==> src/rtl/stepper_controller_top.sv <==
// -----------------------------------------------------------------------------
// stepper_controller_top
//
// Four-phase stepper motor controller for a ULN2003-style driver. Three level
// buttons (run/stop, direction, speed) are synchronized and debounced. The
// accepted levels control a step timer that advances an 8-state half-step
// phase index. Coil drive and status LEDs are all registered.
//
// Parameters:
//   DIV_SLOW  clock cycles per half-step when speed is slow
//   DIV_FAST  clock cycles per half-step when speed is fast (2 <= DIV_FAST < DIV_SLOW)
//   DEBOUNCE  cycles a synchronized button level must differ before acceptance (>= 1)
//
// Ports:
//   clk                    system clock
//   rst_n                  asynchronous active-low reset
//   btn_start_stop         1 = run, 0 = stop
//   btn_direction_control  0 = forward, 1 = reverse
//   btn_speed              0 = slow, 1 = fast
//   in1..in4               coil drive, active-high
//   led                    running indicator, active-low
//   led1                   direction indicator, active-low (lit = reverse)
//   led2                   speed indicator, active-low (lit = fast)
//   led3                   heartbeat, toggles on every step
// -----------------------------------------------------------------------------
module stepper_controller_top #(
    parameter int DIV_SLOW = 100000,
    parameter int DIV_FAST = 50000,
    parameter int DEBOUNCE = 16
) (
    input  logic clk,
    input  logic rst_n,
    input  logic btn_start_stop,
    input  logic btn_direction_control,
    input  logic btn_speed,
    output logic in1,
    output logic in2,
    output logic in3,
    output logic in4,
    output logic led,
    output logic led1,
    output logic led2,
    output logic led3
);

    // Debounce counter only needs to hold 0..DEBOUNCE-1: acceptance happens on
    // the increment that would bring it to DEBOUNCE.
    localparam int CW = (DEBOUNCE < 2) ? 1 : $clog2(DEBOUNCE);
    localparam int TW = $clog2(DIV_SLOW);

    localparam logic [CW-1:0] CNT_LAST  = CW'(DEBOUNCE - 1);
    localparam logic [TW-1:0] SLOW_LAST = TW'(DIV_SLOW - 1);
    localparam logic [TW-1:0] FAST_LAST = TW'(DIV_FAST - 1);

    // Bit 0 = run/stop, bit 1 = direction, bit 2 = speed
    logic [2:0] btn_raw;
    logic [2:0] accepted;

    assign btn_raw = {btn_speed, btn_direction_control, btn_start_stop};

    // -------------------------------------------------------------------------
    // Input conditioning: 2-FF synchronizer followed by a hold-count filter
    // -------------------------------------------------------------------------
    generate
        for (genvar gi = 0; gi < 3; gi++) begin : g_button
            logic          sync1_reg;
            logic          sync2_reg;
            logic          acc_reg;
            logic [CW-1:0] cnt_reg;

            always_ff @(posedge clk or negedge rst_n) begin
                if (!rst_n) begin
                    sync1_reg <= 1'b0;
                    sync2_reg <= 1'b0;
                    acc_reg   <= 1'b0;
                    cnt_reg   <= '0;
                end else begin
                    sync1_reg <= btn_raw[gi];
                    sync2_reg <= sync1_reg;
                    if (sync2_reg == acc_reg) begin
                        cnt_reg <= '0;
                    end else if (cnt_reg == CNT_LAST) begin
                        acc_reg <= sync2_reg;
                        cnt_reg <= '0;
                    end else begin
                        cnt_reg <= cnt_reg + CW'(1);
                    end
                end
            end

            assign accepted[gi] = acc_reg;
        end
    endgenerate

    logic run;
    logic dir;
    logic fast;

    assign run  = accepted[0];
    assign dir  = accepted[1];
    assign fast = accepted[2];

    // -------------------------------------------------------------------------
    // Step timer and phase index
    // -------------------------------------------------------------------------
    logic [TW-1:0] timer_reg;
    logic [TW-1:0] timer_next;
    logic [TW-1:0] div_last;
    logic [2:0]    phase_reg;
    logic [2:0]    phase_next;
    logic          step;

    always_comb begin
        div_last   = fast ? FAST_LAST : SLOW_LAST;
        // ">=" so a slow-to-fast switch past the fast terminal steps at once
        step       = run && (timer_reg >= div_last);
        timer_next = timer_reg + TW'(1);
        if (!run || step) begin
            timer_next = '0;
        end
        phase_next = phase_reg;
        if (step) begin
            phase_next = dir ? (phase_reg - 3'd1) : (phase_reg + 3'd1);
        end
    end

    // Half-step coil pattern {in1, in2, in3, in4}
    function automatic logic [3:0] coil_pattern(input logic [2:0] phase);
        logic [3:0] pattern;
        case (phase)
            3'd0:    pattern = 4'b1000;
            3'd1:    pattern = 4'b1100;
            3'd2:    pattern = 4'b0100;
            3'd3:    pattern = 4'b0110;
            3'd4:    pattern = 4'b0010;
            3'd5:    pattern = 4'b0011;
            3'd6:    pattern = 4'b0001;
            default: pattern = 4'b1001;
        endcase
        return pattern;
    endfunction

    // -------------------------------------------------------------------------
    // Registered outputs
    // -------------------------------------------------------------------------
    logic [3:0] coil_reg;
    logic       led_reg;
    logic       led1_reg;
    logic       led2_reg;
    logic       led3_reg;

    always_ff @(posedge clk or negedge rst_n) begin
        if (!rst_n) begin
            timer_reg <= '0;
            phase_reg <= 3'd0;
            coil_reg  <= 4'b0000;
            led_reg   <= 1'b1;
            led1_reg  <= 1'b1;
            led2_reg  <= 1'b1;
            led3_reg  <= 1'b1;
        end else begin
            timer_reg <= timer_next;
            phase_reg <= phase_next;
            // Coils follow the post-step phase so a step is visible the cycle
            // after the terminal count; stopping de-energizes them.
            coil_reg  <= run ? coil_pattern(phase_next) : 4'b0000;
            led_reg   <= ~run;
            led1_reg  <= ~dir;
            led2_reg  <= ~fast;
            if (step) begin
                led3_reg <= ~led3_reg;
            end
        end
    end

    assign {in1, in2, in3, in4} = coil_reg;
    assign led  = led_reg;
    assign led1 = led1_reg;
    assign led2 = led2_reg;
    assign led3 = led3_reg;

endmodule

==> config.mk <==
export PLATFORM = sky130hd
export DESIGN_NAME = stepper_controller_top
export DESIGN_NICKNAME = d
export VERILOG_FILES = /design/src/rtl/stepper_controller_top.sv
export SDC_FILE = /design/constraint.sdc
export NUM_CORES = 1
export LEC_CHECK = 0
export CORE_MARGIN = 2
export CORE_UTILIZATION = 37
export CTS_BUF_LIST = sky130_fd_sc_hd__clkbuf_16
export DETAILED_ROUTE_END_ITERATION = 10
export DONT_BUFFER_PORTS = 1
export SKIP_CTS_REPAIR_TIMING = 1
export SLEW_MARGIN = 15
export SYNTH_ARGS = -nofsm -noshare
export SYNTH_HDL_FRONTEND = slang
export SYNTH_SLANG_ARGS = --single-unit
==> constraint.sdc <==
create_clock -name clk -period 5.58 [get_ports clk]
set_clock_uncertainty 0.05 [all_clocks]
set_input_delay 1.116 -clock clk [delete_from_list [all_inputs] [get_ports clk]]
set_output_delay 1.116 -clock clk [all_outputs]
set_load 0.1 [all_outputs]
Word level (Yosys, flattened, before mapping)
Index checks and enable logic that the tools add are counted.
Widths: inputs -> output; s select.
{ "word_totals": {"regBits": 49, "latch_bits": 0, "mem_bits_rw": 0, "mem_bits_ro": 0, "inputBits": 5, "wordCells": 64, "n_memories": 0} }
{ "op_classes": {"add_sub_neg": 6, "n_mul": 0, "div_mod_pow": 0, "order_cmp": 1, "eq_ne": 12, "shift": 0, "n_mux": 12, "bitwise": 7, "reduce_logical": 7} }
{ "op_table": {"columns": ["operator", "count"], "rows": [
  ["$mux 17", 2],
  ["$mux 4", 7],
  ["$pmux 4 s7", 1],
  ["$add 17x1->17 const B", 1],
  ["$ge 17x17->1", 1],
  ["$add 4x1->4 const B", 3],
  ["$eq 4x4->1 const B", 3],
  ["$eq 3x3->1 const B", 3],
  ["$not 1->1", 7],
  ["$eq 3x2->1 const B", 2],
  ["$mux 3", 2],
  ["$reduce_and 2->1", 3],
  ["$add 3x1->3 const B", 1],
  ["$eq 1x1->1", 3],
  ["$eq 3x1->1 const B", 1],
  ["$logic_not 3->1", 1],
  ["$sub 3x1->3 const B", 1],
  ["$logic_and 1x1->1", 1],
  ["$logic_not 1->1", 1],
  ["$logic_or 1x1->1", 1]
]} }

Depth between registers and ports, before layout
{ "logic_depth": {"ltp_word": 7, "depth_mapped": 9, "ltp_nobuf": 8} }

Worst setup path before layout
Ideal clock, no wire load.
{ "synth_path": {"kind": "flip-flop to flip-flop", "start": "reg g_button[2].acc_reg, in the netlist fast", "end": "reg coil_reg[3]", "setup_ns": 0.140, "arrival_ns": 2.004, "required_ns": 5.390, "path_slack_ns": 3.386, "stages_incl_launch_ff": 9, "path_buffers": 0, "synth_period_minus_slack_ns": 2.194, "path_cell_list": "dfrtp_1 > inv_1 > ha_1 > nand3_1 > nor3_2 > o2111ai_2 > a211o_1 > a211oi_1 > a311oi_1"} }
{ "synth_via": {"elab_chain_len": 7} }
{ "synth_lines": {"columns": ["element", "line_no", "text"], "rows": [
  ["from (decl)", "68", "logic acc_reg;"],
  ["from (signal assigned)", "83", "acc_reg <= sync2_reg;"],
  ["$mux 17 (*)", "114", "div_last = fast ? FAST_LAST : SLOW_LAST;"],
  ["named net div_last[10]", "108", "logic [TW-1:0] div_last;"],
  ["$ge 17x17->1 (*)", "116", "step = run && (timer_reg >= div_last);"],
  ["$logic_and 1x1->1 (*)", "116", null],
  ["$mux 3 (*)", "122", "if (step) begin"],
  ["$eq 3x3->1 (tied with other cells)", "130", "case (phase)"],
  ["$pmux 4 s7 (*)", "130", null],
  ["$mux 4 (*)", "166", "coil_reg <= run ? coil_pattern(phase_next) : 4'b0000;"],
  ["to (signal assigned)", "166", null],
  ["to (decl)", "146", "logic [3:0] coil_reg;"]
]} }
The timed path passes the listed nets; every way through them passes the cells marked *.
A chain may end at the register's enable or synchronous reset.

Worst setup path after layout
{ "layout_path": {"start": "reg g_button[2].acc_reg, in the netlist fast", "end": "reg timer_reg[16]"} }
{ "layout_via": {"elab_chain_len": 5} }
{ "layout_lines": {"columns": ["element", "line_no", "text"], "rows": [
  ["$mux 17", "114", null],
  ["named net div_last[10]", "108", null],
  ["$ge 17x17->1", "116", null],
  ["$logic_and 1x1->1", "116", null],
  ["$logic_or 1x1->1", "118", "if (!run || step) begin"],
  ["$mux 17", "118", null],
  ["named net timer_next[16]", "107", "logic [TW-1:0] timer_next;"],
  ["to (signal assigned)", "162", "timer_reg <= timer_next;"],
  ["to (decl)", "106", "logic [TW-1:0] timer_reg;"]
]} }
The timed path passes the listed nets, and every way through them passes these cells.

==> reports/metrics.cfg <==
[logic_synthesis]
ys_top_cells_by_area = sky130_fd_sc_hd__dfrtp_1 49%, sky130_fd_sc_hd__ha_1 6.0%, sky130_fd_sc_hd__xor2_1 5.0%, sky130_fd_sc_hd__dfstp_2 4.6%, sky130_fd_sc_hd__nor2_1 4.6%
register_area_share_after_synthesis_pct = 54.0
synth_compound_gate_area_share_pct = 9.05
yosys.area.top_type = sky130_fd_sc_hd__dfrtp_1
synth_xor_xnor_area_share_pct = 9.22
post_synth_fa_ha_maj_area_fraction_pct = 6.91
synth_nets = 224
netlist_area_um2 = 2280
synth.avg_cell_area_um2 = 11.0
synth_unique_cells = 42
synthesis.instances = 207
combinational_family_with_the_most_area_after_synthesis = simple AND/OR/NAND/NOR gates
synth-seq-cells = 49
ys.flop_type = sky130_fd_sc_hd__dfrtp_1
post-synth-top-area-fraction_pct = 49.4
synth_simple_gate_area_share_pct = 17.3
synth.yosys.warnings = 0
async_reset_ff_share_pct = 100
muxShareOfSynthArea_pct = 1.48
synth_enable_flop_cells = 0

[global_route]
total_track_usage_pct = 12.3
first_global_vias = 1402
antenna_violations_before_repair = 0
maximum_number_of_pins_on_one_net_before_global_route_repair = 50
overflow = 0
grt_first_pass_wirelength_um = 6380

[clock_tree]
clk_pin_slew_worst_paths_ns = 0.06
clkLatencyLatePin_ns = 0.28
clock_tree_from_tritoncts = built
numCtsBuffers = 5
root_buf_cell = sky130_fd_sc_hd__clkbuf_16
clock-sinks = 49
htree_levels = 2
cts_max_path_buffers = 2

[floorplanning]
die_h_um = 82.5
design.die.area_um2 = 6810
start_util_pct = 38.3
die_x_um = 82.5
io-pin-count = 13
fp-row-count = 28
core_um2 = 5960

[routing]
detailroute.via_count = 1439
average_wire_length_per_cell_after_detail_routing_um = 12.5
drt-initial-drc-count = 67
detail_route.vias_per_cell = 5.00
drc_errors = 0
route.final.wire_length_um = 3610
drt-pass1-iter-count = 4
postRouteAntennaNets = 0

[sta]
tightest_pin_transition_ns = 0.877
layout_worst_path_cycle_share_pct = 44.6
maximum_clock_frequency_mhz = 402
final.hold.worst_slack_ns = 0.301
finalHoldViolations = 0
period_needed_ns = 2.49
rsz0062_at_grt = false
totalNegativeSetupSlack_ns = 0
maxSlewHeadroom_pct = 41.6
report.final.setup_viol = 0
timing.final.max_slew_violations = 0

[critical_path]
critical_path.endpoint_type = flop
slowest_stage = sky130_fd_sc_hd__dfrtp_1
peak_fanout_along_the_critical_path = 16
timing.critical_path.buf_inv = 1
worst_ep_arrival_time_ns = 2.65
critPathLaunchType = flop
timing_worst_setup_path_type = flop to flop
max_stage_delay_ns = 0.47
path_cells = inv_1 > ha_1 > a211oi_1 > o21ai_2 > or2_1 > a21oi_1 > nand2_1 > nor2_1
worst_path_dominant_cell_family = simple AND/OR/NAND/NOR gates
critical_path_required_ns = 5.74

[placed_design]
dpl.hpwl_um = 2560
portBuffers = 0
placer_s_final_routability_congestion_estimate = 0.858

[final_layout]
layout_commonest_cell = sky130_fd_sc_hd__dfrtp_1
ff_latch_area_um2 = 1230
largest_reg_flops = 17
multi_input_area_um2 = 1000
mostFrequentLayoutCells = 45 x sky130_fd_sc_hd__dfrtp_1, 28 x sky130_fd_sc_hd__nor2_1, 14 x sky130_fd_sc_hd__nand2_1, 13 x sky130_fd_sc_hd__xor2_1, 12 x sky130_fd_sc_hd__nand3_1
num-nets-final = 229
layout-drive-gt1-share_pct = 10.8
flow.area_growth_from_synthesis_pct = 10.9
final.fill_count = 565
antennaDiodeCount = 0

[status]
outcome = complete, no violations

[min_path]
timing.hold.worst.class = flop to flop

[flow_run]
maxCapViolCount = 0

[power_and_ir_drop]
pwr_density_cell_nw_per_um2 = 285
peakVddDrop_mv = 0.206
power_leakage_nw = 1.06

[worst reg2reg max path: stages (launching register included)]
cell                       delay [ns]
sky130_fd_sc_hd__dfrtp_1         0.47
sky130_fd_sc_hd__inv_1           0.13
sky130_fd_sc_hd__ha_1            0.34
sky130_fd_sc_hd__a211oi_1        0.27
sky130_fd_sc_hd__o21ai_2         0.12
sky130_fd_sc_hd__or2_1           0.24
sky130_fd_sc_hd__a21oi_1         0.22
sky130_fd_sc_hd__nand2_1         0.37
sky130_fd_sc_hd__nor2_1          0.21
[layout make-up]
type,count,area share [%]
Inverter,8,1.19
Sequential cell,49,48.7
Clock inverter,3,1.83
Multi-Input combinational cell,148,39.7
Tap cell,75,3.71
Clock buffer,5,4.95
[cells in the mapped netlist (all sizes together), types with 2 or more instances]
cell type and instances:
nand4b 3, nor2b 3, xnor2 11, xor2 13, o21ai 6, and3 2, a211oi 3, nor3b 3
nand2 14, nand4 5, o211ai 2, ha 11, inv 7, buf 2, nor3 3, dfrtp 45
a21oi 11, mux2 3, nor2 28, a311oi 2, and4 2, nand3 12, dfstp 4
[final timing paths]
check	start	end	slack (ns)	depth (start not counted)
max	fast$_DFFE_PN0P_	timer_reg[16]$_DFF_PN0_	3.09	8
min reg2reg	g_button[0].sync1_reg$_DFF_PN0_	g_button[0].sync2_reg$_DFF_PN0_	0.30	0
min	g_button[0].sync1_reg$_DFF_PN0_	g_button[0].sync2_reg$_DFF_PN0_	0.30	0
max in group asynchronous	rst_n	led$_DFF_PN1_	4.82	0
min in group asynchronous	rst_n	g_button[2].cnt_reg[2]$_DFF_PN0_	0.47	0
max reg2reg	fast$_DFFE_PN0P_	timer_reg[16]$_DFF_PN0_	3.09	8
[layer usage]
layer	up-vias	wire length (um)	GRT usage, %	part of all wire [%]
met3	6	121	4.13	3.4
met5	-	0	0	0
li1	736	-	-	-
met2	14	1640	19.0	45
met1	683	1820	17.0	50
met4	0	27	2.46	0.75
[through the flow]
step | instance area, um2 | power (mW) | worst slack (ns) | utilization, % | instances
floorplan | 2280 | 0.385 | 3.39 | - | 207
global placement | 2360 | 0.388 | 3.11 | 39.6 | 280
detailed placement | 2360 | 0.388 | 3.09 | 39.6 | 280
CTS | 2530 | 0.733 | 3.03 | 42.5 | 288
global route | 2530 | 0.749 | 2.77 | 42.5 | 288
finish | 2530 | 0.721 | 3.09 | 42.5 | 288
[where the power goes]
part,leakage (nW),switching (mW),internal [mW]
Combinational,0.328,0.00530,0.00671
Sequential,0.649,0.00646,0.363
Clock,0.0800,0.128,0.212
[cell families after synthesis]
kind of cell               after synthesis
and+or+nand+nor                         79
adders and majority gates               12
muxes                                    3
DFF                                     49
AOI/OAI and AO/OA                       30
xor gates and xnor gates                24
buffers and inverters                   10
Power figures use the tool's default switching activity.
